File: config.mk
export PLATFORM = sky130hd
export DESIGN_NAME = aes_dec_round_ctrl
export DESIGN_NICKNAME = d
export VERILOG_FILES = /design/src/rtl/aes_dec_round_ctrl.sv
export SDC_FILE = /design/constraint.sdc
export NUM_CORES = 1
export LEC_CHECK = 0
export CORE_MARGIN = 2
export CORE_UTILIZATION = 25
export DETAILED_ROUTE_END_ITERATION = 8
export HOLD_SLACK_MARGIN = 0.06
export SLEW_MARGIN = 20
export SYNTH_ARGS = -nofsm -noshare
export SYNTH_HDL_FRONTEND = slang
export SYNTH_SLANG_ARGS = --single-unit
File: constraint.sdc
create_clock -name clk -period 4.5 [get_ports clk]
set_clock_uncertainty 0.2 [all_clocks]
set_input_delay 0.675 -clock clk [delete_from_list [all_inputs] [get_ports clk]]
set_output_delay 0.675 -clock clk [all_outputs]
set_load 0.1 [all_outputs]
File: src/rtl/aes_dec_round_ctrl.sv
// Round sequencer for the AES decryption datapath: walks the round-key index
// from NR down to 0 and presents the plaintext through a valid/ready handshake.
module aes_dec_round_ctrl #(
  parameter int NR    = 10,
  parameter int IDX_W = 4
) (
  input  logic             clk,
  input  logic             rst,
  input  logic             start,
  input  logic             key_ready,
  input  logic             abort,
  input  logic             out_ready,
  output logic             busy,
  output logic             load_state,
  output logic             state_en,
  output logic             sel_init,
  output logic             sel_last,
  output logic [IDX_W-1:0] round_idx,
  output logic             out_valid,
  output logic [2:0]       fsm_state
);

  // Handshake: the plaintext is transferred on a rising edge where
  // out_valid && out_ready; out_valid stays high until that edge.
  typedef enum logic [2:0] {
    IDLE  = 3'd0,
    LOAD  = 3'd1,
    INIT  = 3'd2,
    ROUND = 3'd3,
    FINAL = 3'd4,
    HOLD  = 3'd5
  } state_t;

  localparam logic [IDX_W-1:0] IDX_NR    = IDX_W'(NR);
  localparam logic [IDX_W-1:0] IDX_FIRST = IDX_W'(NR - 1);
  localparam logic [IDX_W-1:0] IDX_ONE   = IDX_W'(1);

  state_t state;

  assign fsm_state = state;

  // Outputs are written for the state being entered, so every output is a
  // registered Moore decode of the state that is current on the next cycle.
  always_ff @(posedge clk or negedge rst) begin
    if (!rst) begin
      state      <= IDLE;
      busy       <= 1'b0;
      load_state <= 1'b0;
      state_en   <= 1'b0;
      sel_init   <= 1'b0;
      sel_last   <= 1'b0;
      out_valid  <= 1'b0;
      round_idx  <= '0;
    end else begin
      busy       <= 1'b1;
      load_state <= 1'b0;
      state_en   <= 1'b0;
      sel_init   <= 1'b0;
      sel_last   <= 1'b0;
      out_valid  <= 1'b0;
      if (abort) begin
        state     <= IDLE;
        busy      <= 1'b0;
        round_idx <= '0;
      end else begin
        case (state)
          IDLE: begin
            // key_ready is only looked at here; a start without it is dropped.
            if (start && key_ready) begin
              state      <= LOAD;
              load_state <= 1'b1;
              round_idx  <= IDX_NR;
            end else begin
              busy      <= 1'b0;
              round_idx <= '0;
            end
          end
          LOAD: begin
            state     <= INIT;
            state_en  <= 1'b1;
            sel_init  <= 1'b1;
            round_idx <= IDX_NR;
          end
          INIT: begin
            state     <= ROUND;
            state_en  <= 1'b1;
            round_idx <= IDX_FIRST;
          end
          ROUND: begin
            // The <= guard keeps the index from ever wrapping below zero.
            if (round_idx <= IDX_ONE) begin
              state     <= FINAL;
              state_en  <= 1'b1;
              sel_last  <= 1'b1;
              round_idx <= '0;
            end else begin
              state_en  <= 1'b1;
              round_idx <= round_idx - IDX_ONE;
            end
          end
          FINAL: begin
            state     <= HOLD;
            out_valid <= 1'b1;
            round_idx <= '0;
          end
          HOLD: begin
            if (out_ready) begin
              state     <= IDLE;
              busy      <= 1'b0;
              round_idx <= '0;
            end else begin
              out_valid <= 1'b1;
            end
          end
          default: begin
            state     <= IDLE;
            busy      <= 1'b0;
            round_idx <= '0;
          end
        endcase
      end
    end
  end

  a_stage_onehot: assert property (@(posedge clk) disable iff (!rst)
    $onehot0({load_state, sel_init, sel_last, out_valid}));

  a_idx_bound: assert property (@(posedge clk) disable iff (!rst)
    round_idx <= IDX_NR);

  a_busy_decode: assert property (@(posedge clk) disable iff (!rst)
    busy == (state != IDLE));

endmodule

==> metrics.md, run 1 <==
| Metric | Value |
|---|---|
| Status | `completed` |
| Die ar. | `3250 sq um` |
| Final net count | `95` |
| Post-route design area | `902 sq um` |
| Final-layout fill cell count | `280` |
| Reg area | `325 sq um` |
| Congestion Overflow GR | `0` |
| Clk_lat worst skew | `0.29 ns` |
| RSZ-0062 raised after global routing | `no` |
| I/O Buffers | `18` |
| Reg2reg path depth | `6` |
| Post-synth EDFFs | `0` |
| Sequential area share after synthesis | `46.3%` |
| Post-CTS Setup Bufs | `0` |
| Pwr dens | `466 nW/um^2` |
| Tmin final | `2.96 ns` |
| Max Cap Violations | `0` |
| Critical Path RT | `3.62 ns` |
| Max Root-Sink Buffers | `2` |
| Fmax | `0.338 GHz` |
| Global-route wire length before repair | `2340 microns` |
| Largest net degree at the start of global routing | `14` |
| Worst setup path class | `reg -> out` |
| WHS Path Cells | `1` |
| Main flop type after synthesis | `dfrtp_1` |
| Multi-input gate area in the final layout | `317 sq um` |
| Non-Filler Instances | `117` |
| CP startpoint | `fsm_state[0]` |
| Hold Crit Class | `reg -> reg` |
| Top cells by area, synth | `dfrtp_1 (46%), nor2_1 (4.8%), nor3_4 (4.6%)` |
| Post-Route WL | `1460 microns` |
| Pre-CTS setup slack | `1.86 ns` |
| Synth Area in XOR/XNOR | `0%` |
| Antenna cells | `0` |
| Synth Area per Inst | `10.3 sq um` |
| Crit-path slowest cell | `clkdlybuf4s50_1` |
| Boundary Pins | `19` |
| Htree depth | `1` |
| CTS tree | `yes` |
| Crit Path Max Fanout | `10` |
| Top cell family by delay on the critical path | `buffers and inverters` |
| Final Hold Vio Count | `0` |
| Crit end category | `primary output` |
| Adder-cell share of the synthesized area | `3.57%` |
| Core region area | `2710 sq um` |
| Setup_tns | `0 ns` |
| Most numerous cell in the Yosys netlist | `dfrtp_1` |
| Slew headroom | `35.1%` |
| Initial antenna violation count | `0` |
| Async SR Flop Fraction | `100%` |
| HPWL Detailed | `1090 microns` |
| Synth warn | `0` |
| Maximum vdd drop | `225 uV` |
| Resize count post-CTS | `0` |
| Post-layout util | `33.3%` |
| Worst EP arrival | `2.08 ns` |
| Slew at the pin closest to its max-slew limit | `0.971 ns` |
| Placement row count | `19` |
| Worst reg2reg startpoint | `round_idx[0]` |
| Vias per std cell | `4.90` |
| Synth Cell Area | `702 sq um` |
| CP Buf/Inv Count | `1` |
| Layout area overhead | `28.5%` |
| Hold_buf cts | `0` |
| Seq cells post-synth | `13` |
| ANT nets after route | `0` |
| Max incr delay on CP | `1.21 ns` |
| Cells after synthesis | `68` |
| Largest family of logic cells by synthesized area | `simple AND/OR/NAND/NOR gates` |
| Startpoint types | `flip-flop` |
| Unique masters post-synth | `31` |
| TritonRoute pass-1 iters | `7` |
| DRC errors left | `0` |
| Clock sink total | `13` |
| Crit-path cells | `clkdlybuf4s50_1` |
| Yosys top cell area share | `46.3%` |
| Layout cells sized above 1 | `12.8%` |
| Setup Viol. Count Final | `0` |
| LEAKAGE | `0.383 nW` |
| WP depth | `1` |
| Die H | `57.0 microns` |
| Tcrit/Tclk final | `65.7%` |
| Placed cell count | `113` |
| Number of global-route vias before repair | `525` |
| Synthesized Nets | `76` |
| Synth cell count leaders | `dfrtp_1 (13), nor2_1 (9), inv_1 (4), nand2_1 (4), nor3_1 (4)` |
| Post-synthesis mux area share | `0%` |
| Starting Density | `25.9%` |
| Root Buffer | `clkbuf_4` |
| Max-slew violation count | `0` |
| WL/cell | `12.4 microns` |
| Cell taking the most area after synthesis | `dfrtp_1` |
| Clock transition at path regs | `0.08 ns` |
| Worst setup margin | `1.54 ns` |
| Simple-Gate Fraction of Synth Area | `27.6%` |
| Final GP Congestion | `0.891` |
| CTS Buf Count | `3` |
| Total GRT Usage | `9.45%` |
| Synth Area in Compound Gates | `13.9%` |
| Hold path startpoint | `round_idx[1]` |
| Vias | `573` |
| Placed instance area | `876 sq um` |
| Die width | `57.0 microns` |
| DRT iter0 DRCs | `16` |
-- metrics by stage --
stage,power [mW],hold WS (ns)
detailed placement,0.347,0.363
global route,0.437,0.407
finish,0.420,0.375
global placement,0.346,0.365
CTS,0.423,0.386
floorplan,0.308,0.179
-- worst paths after layout --
kind                                     end  slack, ns
worst min-delay path            round_idx[1]       0.38
worst max-delay path            fsm_state[0]       1.54
worst min register to register  round_idx[1]       0.38
worst max register to register  round_idx[0]       2.80
max in group asynchronous       round_idx[0]       3.17
min in group asynchronous       round_idx[3]       0.55
-- report_power, final --
group          internal (mW)  switching (mW)  total [mW]
registers              0.130          0.0203       0.150
logic                 0.0521           0.142       0.194
clock network         0.0345          0.0414      0.0759
-- sequential cells by signal (all words and copies together) (netlist names) --
register / flops
round_idx: 4
out_valid: 1
busy: 1
load_state: 1
sel_last: 1
state_en: 1
sel_init: 1
fsm_state: 3
-- cell type report --
cell class | instances | area share, %
Clock buffer | 4 | 2.91
Timing Repair Buffer | 18 | 20.0
Inverter | 4 | 1.66
Tap cell | 31 | 4.30
Sequential cell | 13 | 36.1
Multi-Input combinational cell | 47 | 35.1
-- per-layer routing --
| metal | part of all wire (%) | global-route usage, % |
|---|---|---|
| met3 | 4.5 | 0.680 |
| met1 | 42 | 11.8 |
| met2 | 49 | 15.3 |
| met5 | 0 | 0 |
| met4 | 3.7 | 6.98 |
-- cells in the final DEF, fill, tap and decap left out --
cell              n
nor2_1            9
nand2b_4          1
dfrtp_1          13
o311ai_1          1
nor2_2            1
inv_1             4
a22o_2            1
o32ai_1           1
and3_1            1
a32o_1            1
nand2b_1          1
clkdlybuf4s50_1  18
ha_1              2
a21oi_1           2
nor4_1            1
nand2_4           1
nor3_4            2
a22oi_1           1
nor3_2            1
nor3_1            4
a31oi_1           1
nand2_1           4
nand3_1           3
clkbuf_4          3
o21ai_0           1
a21o_2            1
and2_1            1
o21ai_1           3
nand4bb_1         1
a21boi_0          1
clkbuf_1          1
-- kinds of logic after synthesis --
logic type | after synthesis
adders and majority gates | 2
DFF | 13
buffers and inverters | 8
and+or+nand+nor | 31
AOI/OAI and AO/OA | 14
Power figures use the tool's default switching activity.
==> run 2: changes to the inputs <==
==> constraint.sdc (replaced) <==
create_clock -name clk -period 2.8 [get_ports clk]
set_clock_uncertainty 0.2 [all_clocks]
set_input_delay 0.42 -clock clk [delete_from_list [all_inputs] [get_ports clk]]
set_output_delay 0.42 -clock clk [all_outputs]
set_load 0.1 [all_outputs]
==> run 2 against run 1 <==
Against the previous run: via count fell by 5.1%; die area did not move; global-route usage hardly changed; total power is 57% higher; critical path depth unchanged; design area decreased by 3.6%; first-iteration DRC count down 50%; critical path type unchanged; largest cell class unchanged; largest power group unchanged.
==> metrics.md, run 2 (synthesis gave the netlist of run 1 again) <==
| Metric | Value |
|---|---|
| Status | `completed (unchanged)` |
| Congestion Overflow GR | `0 (unchanged)` |
| Setup_tns | `0 ns (unchanged)` |
| Max reg flops | `4 (unchanged)` |
| Slew at the pin closest to its max-slew limit | `0.558 ns (was 0.971 ns)` |
| TritonRoute pass-1 iters | `6 (was 7)` |
| Max Root-Sink Buffers | `2 (unchanged)` |
| Crit Path Max Fanout | `10 (unchanged)` |
| Tcrit/Tclk final | `67.1%` |
| CP startpoint | `fsm_state[0] (unchanged)` |
| Largest net degree at the start of global routing | `14 (unchanged)` |
| Htree depth | `1 (unchanged)` |
| Vias | `544 (was 573)` |
| Reg with most FFs | `round_idx (unchanged)` |
| Placement row count | `19 (unchanged)` |
| Final net count | `95 (unchanged)` |
| Tmin final | `1.88 ns` |
| Core region area | `2710 sq um (unchanged)` |
| Worst EP arrival | `1.26 ns (was 2.08 ns)` |
| Comb pwr share | `45.6% (was 46.3%)` |
| Overall power | `0.661 mW (was 0.420 mW)` |
| Slew headroom | `62.7% (was 35.1%)` |
| Post-layout util | `32.1% (was 33.3%)` |
| Clk_lat worst skew | `0.27 ns (was 0.29 ns)` |
| Clk network pwr share | `17.3% (was 18.1%)` |
| Layout area overhead | `23.9% (was 28.5%)` |
| Post-route design area | `870 sq um (was 902 sq um)` |
| Register share of total power | `37.1% (was 35.7%)` |
| GRT met3 Usage | `2.49% (was 0.680%)` |
| Startpoint types | `flip-flop (unchanged)` |
| Critical Path RT | `2.18 ns (was 3.62 ns)` |
| Met2 global-route usage | `14.0% (was 15.3%)` |
| Psw | `0.322 mW (was 0.204 mW)` |
| Layout cells sized above 1 | `27.9% (was 12.8%)` |
| I/O Buffers | `18 (unchanged)` |
| Max Cap Violations | `0 (unchanged)` |
| FF-to-FF End | `round_idx[0] (unchanged)` |
| Commonest cells after routing, fill and taps aside | `dfrtp_1 (13), buf_4 (13), nor2_1 (9) (was clkdlybuf4s50_1 (18), dfrtp_1 (13), nor2_1 (9))` |
| M1 GR Usage | `12.5% (was 11.8%)` |
| Setup slack on the worst flop-to-flop path | `1.10 ns (was 2.80 ns)` |
| Top cell family by delay on the critical path | `flip-flops (was buffers and inverters)` |
| LEAKAGE | `0.406 nW (was 0.383 nW)` |
| Hold_buf cts | `0 (unchanged)` |
| Int Power | `0.339 mW (was 0.216 mW)` |
| Crit end category | `primary output (unchanged)` |
| Final-layout fill cell count | `301 (was 280)` |
| Total GRT Usage | `9.47% (was 9.45%)` |
| Worst reg2reg startpoint | `round_idx[0] (unchanged)` |
| Setup Viol. Count Final | `0 (unchanged)` |
| Sw frac | `48.7% (was 48.5%)` |
| Maximum vdd drop | `346 uV (was 225 uV)` |
| Max incr delay on CP | `0.62 ns (was 1.21 ns)` |
| Hold_ws | `0.304 ns (was 0.375 ns)` |
| HPWL Detailed | `1070 microns (was 1090 microns)` |
| CP Buf/Inv Count | `1 (unchanged)` |
| Post-Route WL | `1370 microns (was 1460 microns)` |
| RSZ-0062 raised after global routing | `no (unchanged)` |
| DRC errors left | `0 (unchanged)` |
| Initial antenna violation count | `0 (unchanged)` |
| Die H | `57.0 microns (unchanged)` |
| Clock sink total | `13 (unchanged)` |
| Root Buffer | `clkbuf_4 (unchanged)` |
| Post-CTS Setup Bufs | `0 (unchanged)` |
| Non-Filler Instances | `117 (unchanged)` |
| Placed cell count | `113 (unchanged)` |
| Die ar. | `3250 sq um (unchanged)` |
| CTS Buf Count | `3 (unchanged)` |
| Resize count post-CTS | `0 (unchanged)` |
| Antenna cells | `0 (unchanged)` |
| Pwr dens | `760 nW/um^2 (was 466 nW/um^2)` |
| Final GP Congestion | `0.830 (was 0.891)` |
| Top Usage Layer GRT | `met2 (unchanged)` |
| Crit-path slowest cell | `dfrtp_1 (was clkdlybuf4s50_1)` |
| WL/cell | `11.7 microns (was 12.4 microns)` |
| Max-slew violation count | `0 (unchanged)` |
| Number of global-route vias before repair | `559 (was 525)` |
| Clock transition at path regs | `0.08 ns (about the same)` |
| Reg2reg path depth | `6 (unchanged)` |
| Global-route wire length before repair | `2390 microns (was 2340 microns)` |
| Placed instance area | `843 sq um (was 876 sq um)` |
| Boundary Pins | `19 (unchanged)` |
| Worst setup margin | `0.922 ns (was 1.54 ns)` |
| Starting Density | `25.9% (unchanged)` |
| Vias per std cell | `4.65 (was 4.90)` |
| Worst setup path class | `reg -> out (unchanged)` |
| Hold Crit Class | `in -> async (was reg -> reg)` |
| ANT nets after route | `0 (unchanged)` |
| CTS tree | `yes (unchanged)` |
| DRT iter0 DRCs | `8 (was 16)` |
| Crit-path cells | `buf_4 (was clkdlybuf4s50_1)` |
| Die width | `57.0 microns (unchanged)` |
| Final Hold Vio Count | `0 (unchanged)` |
| Fmax | `0.532 GHz` |
| Pre-CTS setup slack | `0.815 ns (was 1.86 ns)` |
-- run 2: power groups by stage --
stage	clock, mW	combinational [mW]	sequential, mW
global placement	0	0.302	0.248
global route	0.132	0.317	0.250
finish	0.114	0.302	0.245
floorplan	0	0.111	0.385
CTS	0.118	0.304	0.245
detailed placement	0	0.304	0.249
-- run 2: how the worst max path moves through the flow --
| stage | slack, ns | cells past startpoint | to |
|---|---|---|---|
| floorplan | 0.58 | 6 | round_idx[1] |
| global placement | 0.85 | 5 | round_idx[3] |
| detailed placement | 0.81 | 5 | round_idx[3] |
| CTS | 0.90 | 1 | fsm_state[0] |
| global route | 0.84 | 1 | fsm_state[0] |
| finish | 0.92 | 1 | fsm_state[0] |
-- run 2: area by class of cell --
class / instances / area (sq um) / area share (%)
clock buffer: 4 / 26.3 / 3.02
inverter: 4 / 15.0 / 1.73
multi-input combinational: 47 / 317 / 36.4
sequential: 13 / 325 / 37.4
tap: 31 / 38.8 / 4.46
timing repair buffer: 18 / 148 / 17.0
-- run 2: per-layer routing --
metal / vias up / share of wire, %
met1: 262 / 46
met4: 0 / 0
li1: 271 / -
met3: 0 / 4.3
met5: - / 0
met2: 11 / 49
